**src/rtl/fifo_pkg.sv**
```systemverilog
// Shared constants and elaboration-time helpers for the single-clock FIFO.
package fifo_pkg;

  // Pointers and the level counter carry one extra wrap bit over the address.
  function automatic int ptr_w(input int asize);
    return asize + 1;
  endfunction

  function automatic bit thresh_ok(input int asize, input int afull, input int aempty);
    return (asize >= 1) && (aempty >= 0) && (aempty < afull) && (afull <= (1 << asize));
  endfunction

endpackage

```
**src/rtl/fifo_sync_if.sv**
```systemverilog
// Producer/consumer bundle for fifo_sync; master = user side, slave = FIFO side.
interface fifo_sync_if #(
  parameter int DSIZE = 32,
  parameter int ASIZE = 5
);
  logic [DSIZE-1:0] wdata;
  logic             winc;
  logic             wfull;
  logic             walmost_full;
  logic [DSIZE-1:0] rdata;
  logic             rinc;
  logic             rempty;
  logic             ralmost_empty;
  logic [ASIZE:0]   level;
  logic             overflow;
  logic             underflow;
  logic             err_clr;

  modport master (
    output wdata, winc, rinc, err_clr,
    input  wfull, walmost_full, rdata, rempty, ralmost_empty, level, overflow, underflow
  );

  modport slave (
    input  wdata, winc, rinc, err_clr,
    output wfull, walmost_full, rdata, rempty, ralmost_empty, level, overflow, underflow
  );
endinterface

```
**src/rtl/fifo_sync_mem.sv**
```systemverilog
// 2^ASIZE x DSIZE storage: synchronous write, asynchronous read, no reset.
module fifo_sync_mem #(
  parameter int DSIZE = 32,
  parameter int ASIZE = 5
) (
  input  logic             i_clk,
  input  logic             i_we,
  input  logic [ASIZE-1:0] i_waddr,
  input  logic [DSIZE-1:0] i_wdata,
  input  logic [ASIZE-1:0] i_raddr,
  output logic [DSIZE-1:0] o_rdata
);
  localparam int DEPTH = 1 << ASIZE;

  logic [DEPTH-1:0][DSIZE-1:0] r_mem;

  always_ff @(posedge i_clk) begin
    if (i_we) r_mem[i_waddr] <= i_wdata;
  end

  assign o_rdata = r_mem[i_raddr];
endmodule

```
**src/rtl/fifo_sync.sv**
```systemverilog
// Single-clock FIFO with level, almost flags and sticky error flags.
// Define FIFO_FWFT_EN for first-word-fall-through reads; default is registered read.
module fifo_sync
  import fifo_pkg::*;
#(
  parameter int DSIZE         = 32,
  parameter int ASIZE         = 5,
  parameter int AFULL_THRESH  = 28,
  parameter int AEMPTY_THRESH = 4
) (
  input  logic       clk,
  input  logic       rst_n,
  fifo_sync_if.slave bus
);
  localparam int PW = ptr_w(ASIZE);

  generate
    if (!thresh_ok(ASIZE, AFULL_THRESH, AEMPTY_THRESH)) begin : g_bad_thresh
      $error("fifo_sync: need AEMPTY_THRESH < AFULL_THRESH <= 2^ASIZE");
    end
  endgenerate

  logic [PW-1:0]    r_wptr, r_rptr, r_level;
  logic             r_full, r_empty, r_afull, r_aempty, r_ovf, r_udf;
  logic [PW-1:0]    w_wptr_nxt, w_rptr_nxt, w_level_nxt;
  logic             w_wr, w_rd;
  logic [DSIZE-1:0] w_mem_rdata;

  // Acceptance uses the registered flags, so winc/rinc never reach the flags combinationally.
  assign w_wr        = bus.winc & ~r_full;
  assign w_rd        = bus.rinc & ~r_empty;
  assign w_wptr_nxt  = r_wptr + PW'(w_wr);
  assign w_rptr_nxt  = r_rptr + PW'(w_rd);
  assign w_level_nxt = w_wptr_nxt - w_rptr_nxt;

  always_ff @(posedge clk or negedge rst_n) begin
    if (!rst_n) begin
      r_wptr   <= '0;
      r_rptr   <= '0;
      r_level  <= '0;
      r_full   <= 1'b0;
      r_empty  <= 1'b1;
      r_afull  <= 1'b0;
      r_aempty <= 1'b1;
      r_ovf    <= 1'b0;
      r_udf    <= 1'b0;
    end else begin
      r_wptr   <= w_wptr_nxt;
      r_rptr   <= w_rptr_nxt;
      r_level  <= w_level_nxt;
      r_full   <= (w_wptr_nxt[PW-1] != w_rptr_nxt[PW-1]) &&
                  (w_wptr_nxt[ASIZE-1:0] == w_rptr_nxt[ASIZE-1:0]);
      r_empty  <= (w_wptr_nxt == w_rptr_nxt);
      r_afull  <= (w_level_nxt >= PW'(AFULL_THRESH));
      r_aempty <= (w_level_nxt <= PW'(AEMPTY_THRESH));
      // A new error outranks a coincident clear.
      r_ovf    <= (bus.winc & r_full)  | (r_ovf & ~bus.err_clr);
      r_udf    <= (bus.rinc & r_empty) | (r_udf & ~bus.err_clr);
    end
  end

  fifo_sync_mem #(.DSIZE(DSIZE), .ASIZE(ASIZE)) u_mem (
    .i_clk   (clk),
    .i_we    (w_wr),
    .i_waddr (r_wptr[ASIZE-1:0]),
    .i_wdata (bus.wdata),
    .i_raddr (r_rptr[ASIZE-1:0]),
    .o_rdata (w_mem_rdata)
  );

`ifdef FIFO_FWFT_EN
  // Head entry is already visible; masked to zero while empty.
  assign bus.rdata = r_empty ? '0 : w_mem_rdata;
`else
  logic [DSIZE-1:0] r_rdata;

  always_ff @(posedge clk or negedge rst_n) begin
    if (!rst_n)    r_rdata <= '0;
    else if (w_rd) r_rdata <= w_mem_rdata;
  end

  assign bus.rdata = r_rdata;
`endif

  assign bus.wfull         = r_full;
  assign bus.walmost_full  = r_afull;
  assign bus.rempty        = r_empty;
  assign bus.ralmost_empty = r_aempty;
  assign bus.level         = r_level;
  assign bus.overflow      = r_ovf;
  assign bus.underflow     = r_udf;
endmodule
```
**src/flat_wrapper.sv**
```systemverilog
// flat-port wrapper written by rule: the top's interface ports become plain ports
module fifo_sync_flat import fifo_pkg::*;
#(
  parameter int DSIZE         = 32,
  parameter int ASIZE         = 5,
  parameter int AFULL_THRESH  = 28,
  parameter int AEMPTY_THRESH = 4
)
  (clk, rst_n, bus_wdata, bus_winc, bus_rinc, bus_err_clr, bus_wfull, bus_walmost_full, bus_rdata, bus_rempty, bus_ralmost_empty, bus_level, bus_overflow, bus_underflow);
  fifo_sync_if #(.DSIZE(DSIZE), .ASIZE(ASIZE)) bus_i ();
  input  logic clk;
  input  logic rst_n;
  input wire logic [$bits(bus_i.wdata)-1:0] bus_wdata;
  input wire logic [$bits(bus_i.winc)-1:0] bus_winc;
  input wire logic [$bits(bus_i.rinc)-1:0] bus_rinc;
  input wire logic [$bits(bus_i.err_clr)-1:0] bus_err_clr;
  output wire logic [$bits(bus_i.wfull)-1:0] bus_wfull;
  output wire logic [$bits(bus_i.walmost_full)-1:0] bus_walmost_full;
  output wire logic [$bits(bus_i.rdata)-1:0] bus_rdata;
  output wire logic [$bits(bus_i.rempty)-1:0] bus_rempty;
  output wire logic [$bits(bus_i.ralmost_empty)-1:0] bus_ralmost_empty;
  output wire logic [$bits(bus_i.level)-1:0] bus_level;
  output wire logic [$bits(bus_i.overflow)-1:0] bus_overflow;
  output wire logic [$bits(bus_i.underflow)-1:0] bus_underflow;
  assign bus_i.wdata = bus_wdata;
  assign bus_i.winc = bus_winc;
  assign bus_i.rinc = bus_rinc;
  assign bus_i.err_clr = bus_err_clr;
  assign bus_wfull = bus_i.wfull;
  assign bus_walmost_full = bus_i.walmost_full;
  assign bus_rdata = bus_i.rdata;
  assign bus_rempty = bus_i.rempty;
  assign bus_ralmost_empty = bus_i.ralmost_empty;
  assign bus_level = bus_i.level;
  assign bus_overflow = bus_i.overflow;
  assign bus_underflow = bus_i.underflow;
  fifo_sync #(.DSIZE(DSIZE), .ASIZE(ASIZE), .AFULL_THRESH(AFULL_THRESH), .AEMPTY_THRESH(AEMPTY_THRESH)) u_core (.clk(clk), .rst_n(rst_n), .bus(bus_i));
endmodule
```
**config.mk**
```make
export PLATFORM = sky130hd
export DESIGN_NAME = fifo_sync_flat
export DESIGN_NICKNAME = d
export VERILOG_FILES = /design/src/rtl/fifo_pkg.sv /design/src/rtl/fifo_sync_if.sv /design/src/rtl/fifo_sync_mem.sv /design/src/rtl/fifo_sync.sv /design/src/flat_wrapper.sv
export SDC_FILE = /design/constraint.sdc
export NUM_CORES = 1
export LEC_CHECK = 0
export BUFFER_PORTS_ARGS = -buffer_cell sky130_fd_sc_hd__buf_2
export CAP_MARGIN = 20
export CORE_UTILIZATION = 50
export CTS_CLUSTER_DIAMETER = 40
export CTS_CLUSTER_SIZE = 40
export DETAILED_ROUTE_END_ITERATION = 10
export PLACE_DENSITY = 0.66
export RECOVER_POWER = 100
export SYNTH_ARGS = -nofsm -noshare
export SYNTH_HDL_FRONTEND = slang
export SYNTH_SLANG_ARGS = --single-unit
```
**constraint.sdc**
```tcl
create_clock -name clk -period 3.8 [get_ports clk]
set_clock_uncertainty 0.05 [all_clocks]
set_input_delay 1.14 -clock clk [delete_from_list [all_inputs] [get_ports clk]]
set_output_delay 1.14 -clock clk [all_outputs]
set_load 0.02 [all_outputs]
```
==> impl_metrics.ini <==
[worst_setup_path]
r2r_start = u_core.bus.wfull
r2r_slack_ns = 0.35
crit_path_start_kind = input pin
endpoint_kind = flop
required_ns = 4.07
r2r_end = u_core.u_mem.r_mem[704]
worstPathArrival_ns = 3.86
r2r_cells = 6
cp_max_fo = 26
worstSetupPathType = in2reg

[final_layout]
num_antenna_cells = 0
nNetsFinal = 1953
fill_cells = 5651
syn_to_final_growth_pct = 15.5
multi_input_area_um2 = 8680
layout.area.seq_um2 = 32200
layout-drive-gt1-share = 0.312
stdcell_count = 3075

[run]
cap_viol_max_count = 7

[logic_synthesis]
synth_ff_type = edfxtp_1
netlist.area_leader.share = 0.745
async_reset_ff_frac = 0.0519
ys_ff_latch = 1080
synth_seq_area_share = 0.779
synth-edff-count = 1024
yosys_warnings = 0
synth_area_per_cell_um2 = 24.1
yosysTopAreaCell = edfxtp_1
syn_inst = 1712
synth.distinct_cells = 49
syn-num-nets = 1758
yosys-top-cells-area = edfxtp_1 (75%), mux4_2 (17%), dfrtp_1 (3.3%)
synthMostInstantiatedCell = edfxtp_1
synth.cell_area_um2 = 41300
synth_common_cells = edfxtp_1 (1024), mux4_2 (320), dfrtp_1 (54), clkbuf_1 (43), nand2_1 (40)

[route]
drt-total-wl_um = 94500
first_iter_violations = 2063
wl_per_cell_um = 30.7
antenna_left = 0
vias = 19000
via_per_inst = 6.17
dr.pass1.iters = 7
post-route-drc-count = 0

[place]
port_buffers = 80
dp_hpwl_um = 48500
place_inst = 2835
gp_congestion = 0.777

[power]
p_sw_mw = 11.0
pwr-share-comb = 0.267
clkPwrFrac = 0.337
power_mw = 37.2
seqPwrFrac = 0.396
swShare = 0.295
p_leak_nw = 15.1
cellPowerDensity_nw_per_um2 = 781
max-vdd-ir-drop_v = 0.000533
internal-power_mw = 26.2

[clocking]
cts_made_buffers = 130
path_clk_slew_ns = 0.06
clock-root-buffer = clkbuf_16
postCtsSetupBuffers = 0
clk_latency_ns = 0.72
cts.sinks = 1080
ctsResizeCount = 0
ctsHoldBuffers = 0
h-tree-depth = 4
cts_max_path_buffers = 3
cts_tree = done

[floorplan]
dieArea_um2 = 83700
io_pins = 81
dieWidth_um = 289
die_height_um = 289
placeableCoreArea_um2 = 81100
row_count = 104
start_util = 0.509

[timing]
relSlewSlack = -0.277
worst_slew_pin_slew_ns = 1.91
finalHoldViolCount = 0
period_needed_ns = 3.58
post-route-period-util = 0.943
setup_violations = 0
rsz0062_at_grt = no
fmax_mhz = 279
final_max_slew_viol_count = 142

[outcome]
violations = max-capacitance violations, max-slew violations
run_status = finished, violations left

[worst_hold_path]
hp-class = in2async

[grt]
grt_pass1_vias = 19700
grt_overflow = 0
track_usage = 0.233
grt_pass1_wl_um = 136000
antenna_found_initial = 3
grt_max_degree = 119
-- worst max-delay path by stage --
stage                   from                       end  slack [ns]  cells after the start
CTS                 bus_winc  u_core.bus.ralmost_empty        0.58                     12
floorplan           bus_winc   u_core.u_mem.r_mem[640]       -0.11                      5
global route        bus_winc   u_core.u_mem.r_mem[186]        0.19                      7
finish              bus_winc   u_core.u_mem.r_mem[704]        0.22                      7
detailed placement  bus_winc  u_core.bus.ralmost_empty       -0.18                     12
global placement    bus_winc  u_core.bus.ralmost_empty       -0.07                     12
-- metal layers --
layer	GRT usage	up-vias	routed length, µm
met5	0	-	11
met4	0.0738	2	2080
met3	0.0492	148	6720
met2	0.368	754	46100
met1	0.328	10300	39600
li1	-	7723	-
-- critical path, stage by stage --
cell      delay [ns]
buf_2           0.08
nor2b_1         0.20
clkbuf_1        0.29
nand3b_1        0.13
clkbuf_1        0.38
nor2_1          0.78
clkbuf_4        0.79
-- cell type report --
class | count | area share
clock inverter | 94 | 0.0215
inverter | 10 | 0.000788
sequential | 1080 | 0.675
tap | 1060 | 0.0278
timing repair buffer | 153 | 0.0200
multi-input combinational | 532 | 0.182
clock buffer | 146 | 0.0724
-- layout by cell type (no fill, tap or decap), drive strengths merged, types with 2 or more instances in the layout --
| cell type | n |
|---|---|
| or3 | 2 |
| dfrtp | 54 |
| a21oi | 5 |
| mux2i | 32 |
| nor2 | 36 |
| mux4 | 320 |
| clkinvlp | 18 |
| edfxtp | 1024 |
| bufinv | 10 |
| nand3 | 6 |
| and3 | 2 |
| inv | 37 |
| xnor2 | 8 |
| nor3b | 2 |
| dfstp | 2 |
| clkbuf | 264 |
| or3b | 3 |
| nor3 | 2 |
| xor2 | 9 |
| ha | 8 |
| o21ai | 35 |
| buf | 35 |
| nand2 | 40 |
| and2 | 2 |
| nand3b | 6 |
| clkinv | 39 |
-- sequential cells by signal (all words and copies together), names as in the netlist --
signal / flops
u_core.u_mem.r_mem: 1024
u_core.bus.rdata: 32
u_core.bus.level: 6
u_core.r_rptr: 6
u_core.r_wptr: 6
u_core.bus.overflow: 1
u_core.bus.ralmost_empty: 1
u_core.bus.rempty: 1
u_core.bus.underflow: 1
u_core.bus.walmost_full: 1
u_core.bus.wfull: 1
-- logic make-up (layout without fill, tap and decap cells) --
logic type / count (synthesis) / in the layout / synth area share
compound gates: 51 / 51 / 0.00722
buf+inv: 100 / 403 / 0.0116
simple gates: 103 / 103 / 0.0119
mux: 352 / 352 / 0.182
fa+ha+maj: 9 / 9 / 0.00291
flops: 1080 / 1080 / 0.779
xor+xnor: 17 / 17 / 0.00470
-- through the flow --
| step | utilization | hold WS [ns] | setup TNS [ns] | setup WS (ns) | cell area [µm²] |
|---|---|---|---|---|---|
| after CTS | 0.596 | 0.394 | 0 | 0.577 | 48300 |
| after global placement | 0.541 | 0.413 | -0.0715 | -0.0715 | 43900 |
| after floorplan | - | 0.430 | -28.51 | -0.115 | 41300 |
| final | 0.588 | 0.386 | 0 | 0.217 | 47600 |
| after detailed placement | 0.541 | 0.421 | -0.200 | -0.176 | 43900 |
| after global routing | 0.588 | 0.428 | 0 | 0.189 | 47600 |
-- power by group through the flow --
| stage | registers, mW | logic [mW] | clock network [mW] |
|---|---|---|---|
| floorplan | 14.8 | 7.20 | 0 |
| global placement | 14.9 | 10.3 | 0 |
| detailed placement | 15.0 | 10.4 | 0 |
| CTS | 14.7 | 10.5 | 12.7 |
| global route | 14.8 | 10.6 | 13.2 |
| finish | 14.7 | 9.93 | 12.5 |
Note: power is estimated with default switching activity, not from simulation.
